$ cat config.mk
export PLATFORM = sky130hd
export DESIGN_NAME = io_port_responder
export DESIGN_NICKNAME = d
export VERILOG_FILES = /design/src/rtl/io_port_responder.sv
export SDC_FILE = /design/constraint.sdc
export NUM_CORES = 1
export LEC_CHECK = 0
export ABC_AREA = 1
export CAP_MARGIN = 20
export CORE_UTILIZATION = 49
export DETAILED_ROUTE_END_ITERATION = 12
export GPL_ROUTABILITY_DRIVEN = 0
export MAX_ROUTING_LAYER = met4
export PLACE_DENSITY = 0.77
export SLEW_MARGIN = 10
export SYNTH_ARGS = -nofsm -noshare
export SYNTH_HDL_FRONTEND = slang
export SYNTH_SLANG_ARGS = --single-unit
export TNS_END_PERCENT = 30
$ cat constraint.sdc
create_clock -name clock -period 1.7 [get_ports clock]
set_input_delay 0.34 -clock clock [delete_from_list [all_inputs] [get_ports clock]]
set_output_delay 0.34 -clock clock [all_outputs]
set_load 0.05 [all_outputs]
$ cat src/rtl/io_port_responder.sv
// Memory-mapped I/O slave for the MEM-stage data bus: output port registers,
// synchronized input ports, change-detect status, free-running timer with
// compare, and a level interrupt.
module io_port_responder #(
  parameter int SYNC_STAGES = 2,
  parameter int TIMER_W     = 32
) (
  input  logic        clock,
  input  logic        reset,
  input  logic [31:0] io_addr,
  input  logic [31:0] io_wdata,
  input  logic        io_we,
  input  logic        io_re,
  input  logic [31:0] in_port0,
  input  logic [31:0] in_port1,
  output logic [31:0] out_port0,
  output logic [31:0] out_port1,
  output logic [31:0] out_port2,
  output logic [31:0] io_read_data,
  output logic        io_rvalid,
  output logic        io_irq
);

  // Word offsets (io_addr[7:2])
  localparam logic [5:0] W_OUT0   = 6'h20;
  localparam logic [5:0] W_OUT1   = 6'h21;
  localparam logic [5:0] W_OUT2   = 6'h22;
  localparam logic [5:0] W_IN0    = 6'h30;
  localparam logic [5:0] W_IN1    = 6'h31;
  localparam logic [5:0] W_STATUS = 6'h32;
  localparam logic [5:0] W_TIMER  = 6'h33;
  localparam logic [5:0] W_CMP    = 6'h34;
  localparam logic [5:0] W_IRQ_EN = 6'h35;

  logic [5:0]         word;
  logic               wr_en;
  logic               rd_en;
  logic [31:0]        sync0 [SYNC_STAGES];
  logic [31:0]        sync1 [SYNC_STAGES];
  logic [31:0]        in0_s;
  logic [31:0]        in1_s;
  logic [31:0]        prev0;
  logic [31:0]        prev1;
  logic [TIMER_W-1:0] timer;
  logic [TIMER_W-1:0] cmp;
  logic [2:0]         irq_en;
  logic [2:0]         status;
  logic [2:0]         status_set;
  logic               status_clr;
  logic               timer_match;
  logic [31:0]        rd_mux;
  logic               unused_addr_bits;

  assign word             = io_addr[7:2];
  assign wr_en            = io_we & io_addr[7];
  assign rd_en            = io_re & io_addr[7];
  assign unused_addr_bits = ^{io_addr[31:8], io_addr[1:0]};

  assign in0_s       = sync0[SYNC_STAGES-1];
  assign in1_s       = sync1[SYNC_STAGES-1];
  assign timer_match = (timer == cmp);
  assign status_set  = {timer_match, |(in1_s ^ prev1), |(in0_s ^ prev0)};
  assign status_clr  = rd_en && (word == W_STATUS);
  assign io_irq      = |(status & irq_en);

  // Input synchronizer chains plus the one-cycle history used for change detect
  always_ff @(posedge clock) begin
    if (reset) begin
      for (int i = 0; i < SYNC_STAGES; i++) begin
        sync0[i] <= '0;
        sync1[i] <= '0;
      end
      prev0 <= '0;
      prev1 <= '0;
    end else begin
      sync0[0] <= in_port0;
      sync1[0] <= in_port1;
      for (int i = 1; i < SYNC_STAGES; i++) begin
        sync0[i] <= sync0[i-1];
        sync1[i] <= sync1[i-1];
      end
      prev0 <= in0_s;
      prev1 <= in1_s;
    end
  end

  // Writable registers; a timer store replaces that cycle's increment
  always_ff @(posedge clock) begin
    if (reset) begin
      out_port0 <= '0;
      out_port1 <= '0;
      out_port2 <= '0;
      timer     <= '0;
      cmp       <= '1;
      irq_en    <= '0;
    end else begin
      if (wr_en && word == W_TIMER) timer <= io_wdata[TIMER_W-1:0];
      else                          timer <= timer + TIMER_W'(1);
      if (wr_en) begin
        case (word)
          W_OUT0:   out_port0 <= io_wdata;
          W_OUT1:   out_port1 <= io_wdata;
          W_OUT2:   out_port2 <= io_wdata;
          W_CMP:    cmp       <= io_wdata[TIMER_W-1:0];
          W_IRQ_EN: irq_en    <= io_wdata[2:0];
          default:  ;
        endcase
      end
    end
  end

  // Sticky status; a set condition in the clearing cycle keeps its bit
  always_ff @(posedge clock) begin
    if (reset) status <= '0;
    else       status <= (status_clr ? 3'b000 : status) | status_set;
  end

  // Read mux from current (pre-write, pre-clear) register values
  always_comb begin
    rd_mux = '0;
    case (word)
      W_OUT0:   rd_mux = out_port0;
      W_OUT1:   rd_mux = out_port1;
      W_OUT2:   rd_mux = out_port2;
      W_IN0:    rd_mux = in0_s;
      W_IN1:    rd_mux = in1_s;
      W_STATUS: rd_mux = {29'b0, status};
      W_TIMER:  rd_mux = 32'(timer);
      W_CMP:    rd_mux = 32'(cmp);
      W_IRQ_EN: rd_mux = {29'b0, irq_en};
      default:  rd_mux = '0;
    endcase
  end

  // Load response: data held until the next accepted read
  always_ff @(posedge clock) begin
    if (reset) begin
      io_read_data <= '0;
      io_rvalid    <= 1'b0;
    end else begin
      io_rvalid <= rd_en;
      if (rd_en) io_read_data <= rd_mux;
    end
  end

endmodule
Word level (Yosys, flattened, before mapping) --
Memories as Yosys holds them, arrays and structs flattened. Index checks and enable logic that the tools add are counted.
Cells by class: add/subtract/negate cells 1, eq/ne operators 10, muxes and demuxes 10, bitwise logic cells 10, reduce and logical (&&, ||, !) cells 10
Operators with widths (number):
- case mux 32 bit (9 select lines) | 1
- 2-to-1 mux 32 bit | 5
- OR reduction 32 bit | 2
- bitwise XOR 32 bit | 2
- == test 6 bit, second input constant | 9
- adder 32 x 1 -> 32 bit, second input constant | 1
- == test 32 bit | 1
- AND reduction 2 bit | 5
- OR 1 bit | 4
- bitwise AND 3 bit | 1
- 2-to-1 mux 1 bit | 3
- 2-to-1 mux 3 bit | 1
- OR 3 bit | 1
- OR reduction 3 bit | 1
- bitwise AND 1 bit | 2
- logical AND 1 bit | 2
Storage, ports and cells: register bits after elaboration 263, bits in writable memories 128, input port bits 132, output and inout port bits 130, word-level logic and storage cells 54, memories 2
Memories:
- sync0 | words 2, width 32, rd ports 2, clocked after Yosys merged registers in 0, write ports 2, RTL line 38 | logic [31:0] sync0 [SYNC_STAGES];
- sync1 | words 2, width 32, rd ports 2, clocked after Yosys merged registers in 0, write ports 2, RTL line 39 | logic [31:0] sync1 [SYNC_STAGES];

Depth between registers and ports, before layout --
Gate-level depths: netlist of the first run.
depth after elaboration 4, depth in mapped cells 11, mapped depth without buffers 10

Worst setup path after synthesis of the first run --
Ideal clock, no wire load.
path type reg-to-reg, start reg timer[0], end reg timer[30], setup time 0.109 ns, data arrival time 1.513 ns, required time 1.591 ns, setup slack 0.078 ns, stages on the path, launching flop included 11, path buffers 0, clock period less this slack 1.622 ns, path through dfxtp_1 -> ha_1 -> nand3_1 -> nor2_1 -> inv_1 -> nor2_1 -> nand2_1 -> nand2_1 -> nand3_1 -> nand2_1 -> inv_1
On the way: word-level cells in the longest chain between the ends 2
RTL lines:
- from (decl) | RTL line 44 | logic [TIMER_W-1:0] timer;
- from (signal assigned) | RTL line 97 | if (wr_en && word == W_TIMER) timer <= io_wdata[TIMER_W-1:0];
- from (signal assigned) | RTL line 98 | else timer <= timer + TIMER_W'(1);
- adder 32 x 1 -> 32 bit | RTL line 98
- 2-to-1 mux 32 bit | RTL line 97
No other way between the ends. A chain may end at the register's enable or synchronous reset.

Worst setup path after layout of the first run --
start reg irq_en[2], end out io_irq
On the way: word-level cells in the longest chain between the ends 2
RTL lines:
- from (decl) | RTL line 46 | logic [2:0] irq_en;
- from (signal assigned) | RTL line 105 | W_IRQ_EN: irq_en <= io_wdata[2:0];
- bitwise AND 3 bit | RTL line 64 | assign io_irq = |(status & irq_en);
- OR reduction 3 bit | RTL line 64
- to (decl) | RTL line 21 | output logic io_irq
No other way between the ends.

==> results of run 1 <==
==> power breakdown <==
part           internal (uW)  switching (uW)
Combinational            583             761
Sequential              9390             162
Clock                   5600            3590
==> state kept, by name (all words and copies together), names as in the netlist <==
| register | count |
|---|---|
| timer | 32 |
| sync0 | 64 |
| out_port1 | 32 |
| cmp | 32 |
| prev1 | 32 |
| sync1 | 64 |
| io_rvalid | 1 |
| io_read_data | 32 |
| prev0 | 32 |
| status | 3 |
| irq_en | 3 |
| out_port2 | 32 |
| out_port0 | 32 |
==> path summary, 6_finish.rpt <==
check                                  start  slack (ns)  cells after the start       endpoint
worst max-delay path               irq_en[2]        0.05                      3         io_irq
worst min-delay path                   reset        0.22                      4  out_port0[12]
worst max register to register     timer[14]        0.07                      8      timer[15]
worst min register to register  sync0[0][28]        0.40                      2   sync0[0][60]
==> routing by layer <==
metal	routed length, um	GRT usage
met1	21100	0.396
met2	22800	0.479
met3	5090	0.0537
met4	2840	0.150
met5	0	-
==> area by class of cell <==
type / instances / area (sq um)
diodes: 1 / 2.50
clock buffers: 56 / 1140
clock inverters: 14 / 235
fillers: 2774 / 11500
inverters: 322 / 1220
multi-input cells: 1504 / 6940
flip-flops and latches: 391 / 7840
well taps: 442 / 553
repair buffers: 346 / 3270
==> stage by stage <==
| step | instance area, sq um | std cells | setup WS [ns] | utilization |
|---|---|---|---|---|
| finish | 21200 | 3076 | 0.0548 | 0.648 |
| CTS | 21100 | 3073 | -0.0131 | 0.644 |
| floorplan | 16400 | 2315 | 0.0784 | - |
| global route | 21200 | 3075 | -0.0125 | 0.648 |
| detailed placement | 19600 | 2999 | -0.626 | 0.601 |
| global placement | 19600 | 2999 | -0.587 | 0.601 |
==> logic make-up (layout without fill, tap and decap cells) <==
group           count (synthesis)  in the layout  share of synthesized area
buf+inv                       420            738                      0.104
xor+xnor                       90             90                     0.0480
fa+ha+maj                       1              1                   0.000763
compound gates                276            276                     0.0875
simple gates                 1137           1137                      0.282
other cells                     0              1                          0
flops                         391            391                      0.477
==> placed cells by master, fill, tap and decap left out, types with 10 or more instances in the layout <==
| cell type | netlist | layout |
|---|---|---|
| xnor2_1 | 69 | 69 |
| clkbuf_16 | 0 | 42 |
| o21ai_0 | 138 | 137 |
| xor2_1 | 21 | 21 |
| or2_2 | 16 | 16 |
| nor2_2 | 3 | 10 |
| clkdlybuf4s50_1 | 0 | 98 |
| o211ai_1 | 10 | 10 |
| nand3_1 | 88 | 85 |
| o21bai_1 | 11 | 11 |
| dfxtp_1 | 391 | 383 |
| buf_12 | 0 | 29 |
| nor3_1 | 15 | 11 |
| inv_1 | 312 | 311 |
| o21ai_1 | 25 | 24 |
| nand2_1 | 515 | 515 |
| buf_4 | 8 | 210 |
| a21oi_1 | 91 | 91 |
| nor2_1 | 466 | 458 |
==> worst reg2reg max path, delay by kind of cell, from the launching register on <==
| family | cells | cell delay [ns] |
|---|---|---|
| compound gates | 1 | 0.08 |
| xor+xnor | 1 | 0.18 |
| buf+inv | 1 | 0.05 |
| flops | 1 | 0.45 |
| simple gates | 5 | 0.77 |
==> timing repair <==
item | CTS | global route
gates cloned | 0 | 2
pin swaps | 1 | 4
endpoints found under the setup margin | 6 | 98
buffers inserted | 4 | 0
gates resized for setup | 4 | 32
==> summary.md, run 1 <==
| Metric | Value |
|---|---|
| Worst hold-check path type | in2reg |
| Clk slew on worst S/H paths | 0.06 ns |
| Setup crit start kind | flip-flop |
| Sequential area share after synthesis | 0.477 |
| Worst slack on hold paths | 0.224 ns |
| Crit-path max cell delay | 0.34 ns |
| Netlist cell types | 36 |
| Final-stage net count | 2,738 |
| Final cycle utilization of the critical path | 0.968 |
| Overflow after GRT | 0 |
| WP buf/inv | 1 |
| Initial antenna violation count | 0 |
| Slew Limit Fails | 0 |
| Initial Util | 0.502 |
| Routed WL | 51,900 um |
| Setup TNS | 0 ns |
| Cells after Synth | 2,315 |
| Avg Inst Size Synth | 7.09 sq um |
| Max cap viols | 0 |
| Post-Syn Area | 0.0164 sq mm |
| Largest delay contributor family on the critical path | flip-flops |
| CTS buffer count | 40 |
| Yosys top cell area share | 0.477 |
| 1st-pass router iterations | 8 |
| Rel. slew slack | 0.604 |
| Worst slew pin tran | 0.594 ns |
| Crit Path Class | reg2out |
| DRT iter0 DRCs | 1,798 |
| Area contributors post-synth | dfxtp_1 48%, nand2_1 12%, nor2_1 11% |
| CTS tree | yes |
| Die ar. | 0.0342 sq mm |
| Required time worst endpoint | 1.36 ns |
| Unrepaired setup endpoints after global routing | yes |
| Crit path cell chain | nand2_1 > nand3_2 > buf_12 |
| Peak Freq | 608 MHz |
| I/O Buffers | 235 |
| Commonest cells post-synth | 515 x nand2_1, 466 x nor2_1, 391 x dfxtp_1 |
| Slowest CP cell | dfxtp_1 |
| Syn Nets | 2,448 |
| Die W | 185 um |
| Count leader, synth | nand2_1 |
| Yosys warns | 0 |
| Leading area contributor after synthesis | dfxtp_1 |
| Gr usage total | 0.311 |
| I/O pin count | 262 |
| Layout cell share with drive strength beyond 1 | 0.144 |
| Htree depth | 2 |
| Vias | 15,804 |
| Area delta synth->final | 29.2% |
| Status | complete, no violations |
| Fraction of registers with async set/reset | 0 |
| Die Height | 185 um |
| CP Capture Type | primary output |
| Vias in the first global route | 15,146 |
| Critical Path Fanout Max | 3 |
| Clock Latency Late Sink | 0.54 ns |
| # DRC | 0 |
| Pwr Density | 947 mW/mm^2 |
| Hold_buf cts | 0 |
| First-pass GRT wire length | 80,200 um |
| Root buffer cell | clkbuf_16 |
| Static leakage | 0.00962 uW |
| Setup violations, final | 0 |
| Number of synthesized flops with an enable pin | 0 |
| Antenna-violating nets left | 0 |
| Rows | 66 |
| Final Hold Viols | 0 |
| HPWL after DPL | 37,500 um |
| Tmin final | 1.65 ns |
| Yosys reg bits | 391 |
| CTS Sinks | 391 |
| Largest net degree at the start of global routing | 136 |
| Peak supply drop | 0.805 mV |
| Core ar. | 0.0327 sq mm |
| Power Total | 20,100 uW |
| Vias per cell | 5.14 |
| Critical Path AT | 1.31 ns |
| Routed len/inst | 16.9 um |
| CTS max path bufs | 3 |
| Main synth FF type | dfxtp_1 |
| Layout Skew | 0.0176 ns |
Power figures use the tool's default switching activity.
==> run 2: changes to the inputs <==
CAP_MARGIN = unset   (was 20)
==> results of run 2 <==
Same layout as run 1: the final DEF is identical, and so are final timing and power.
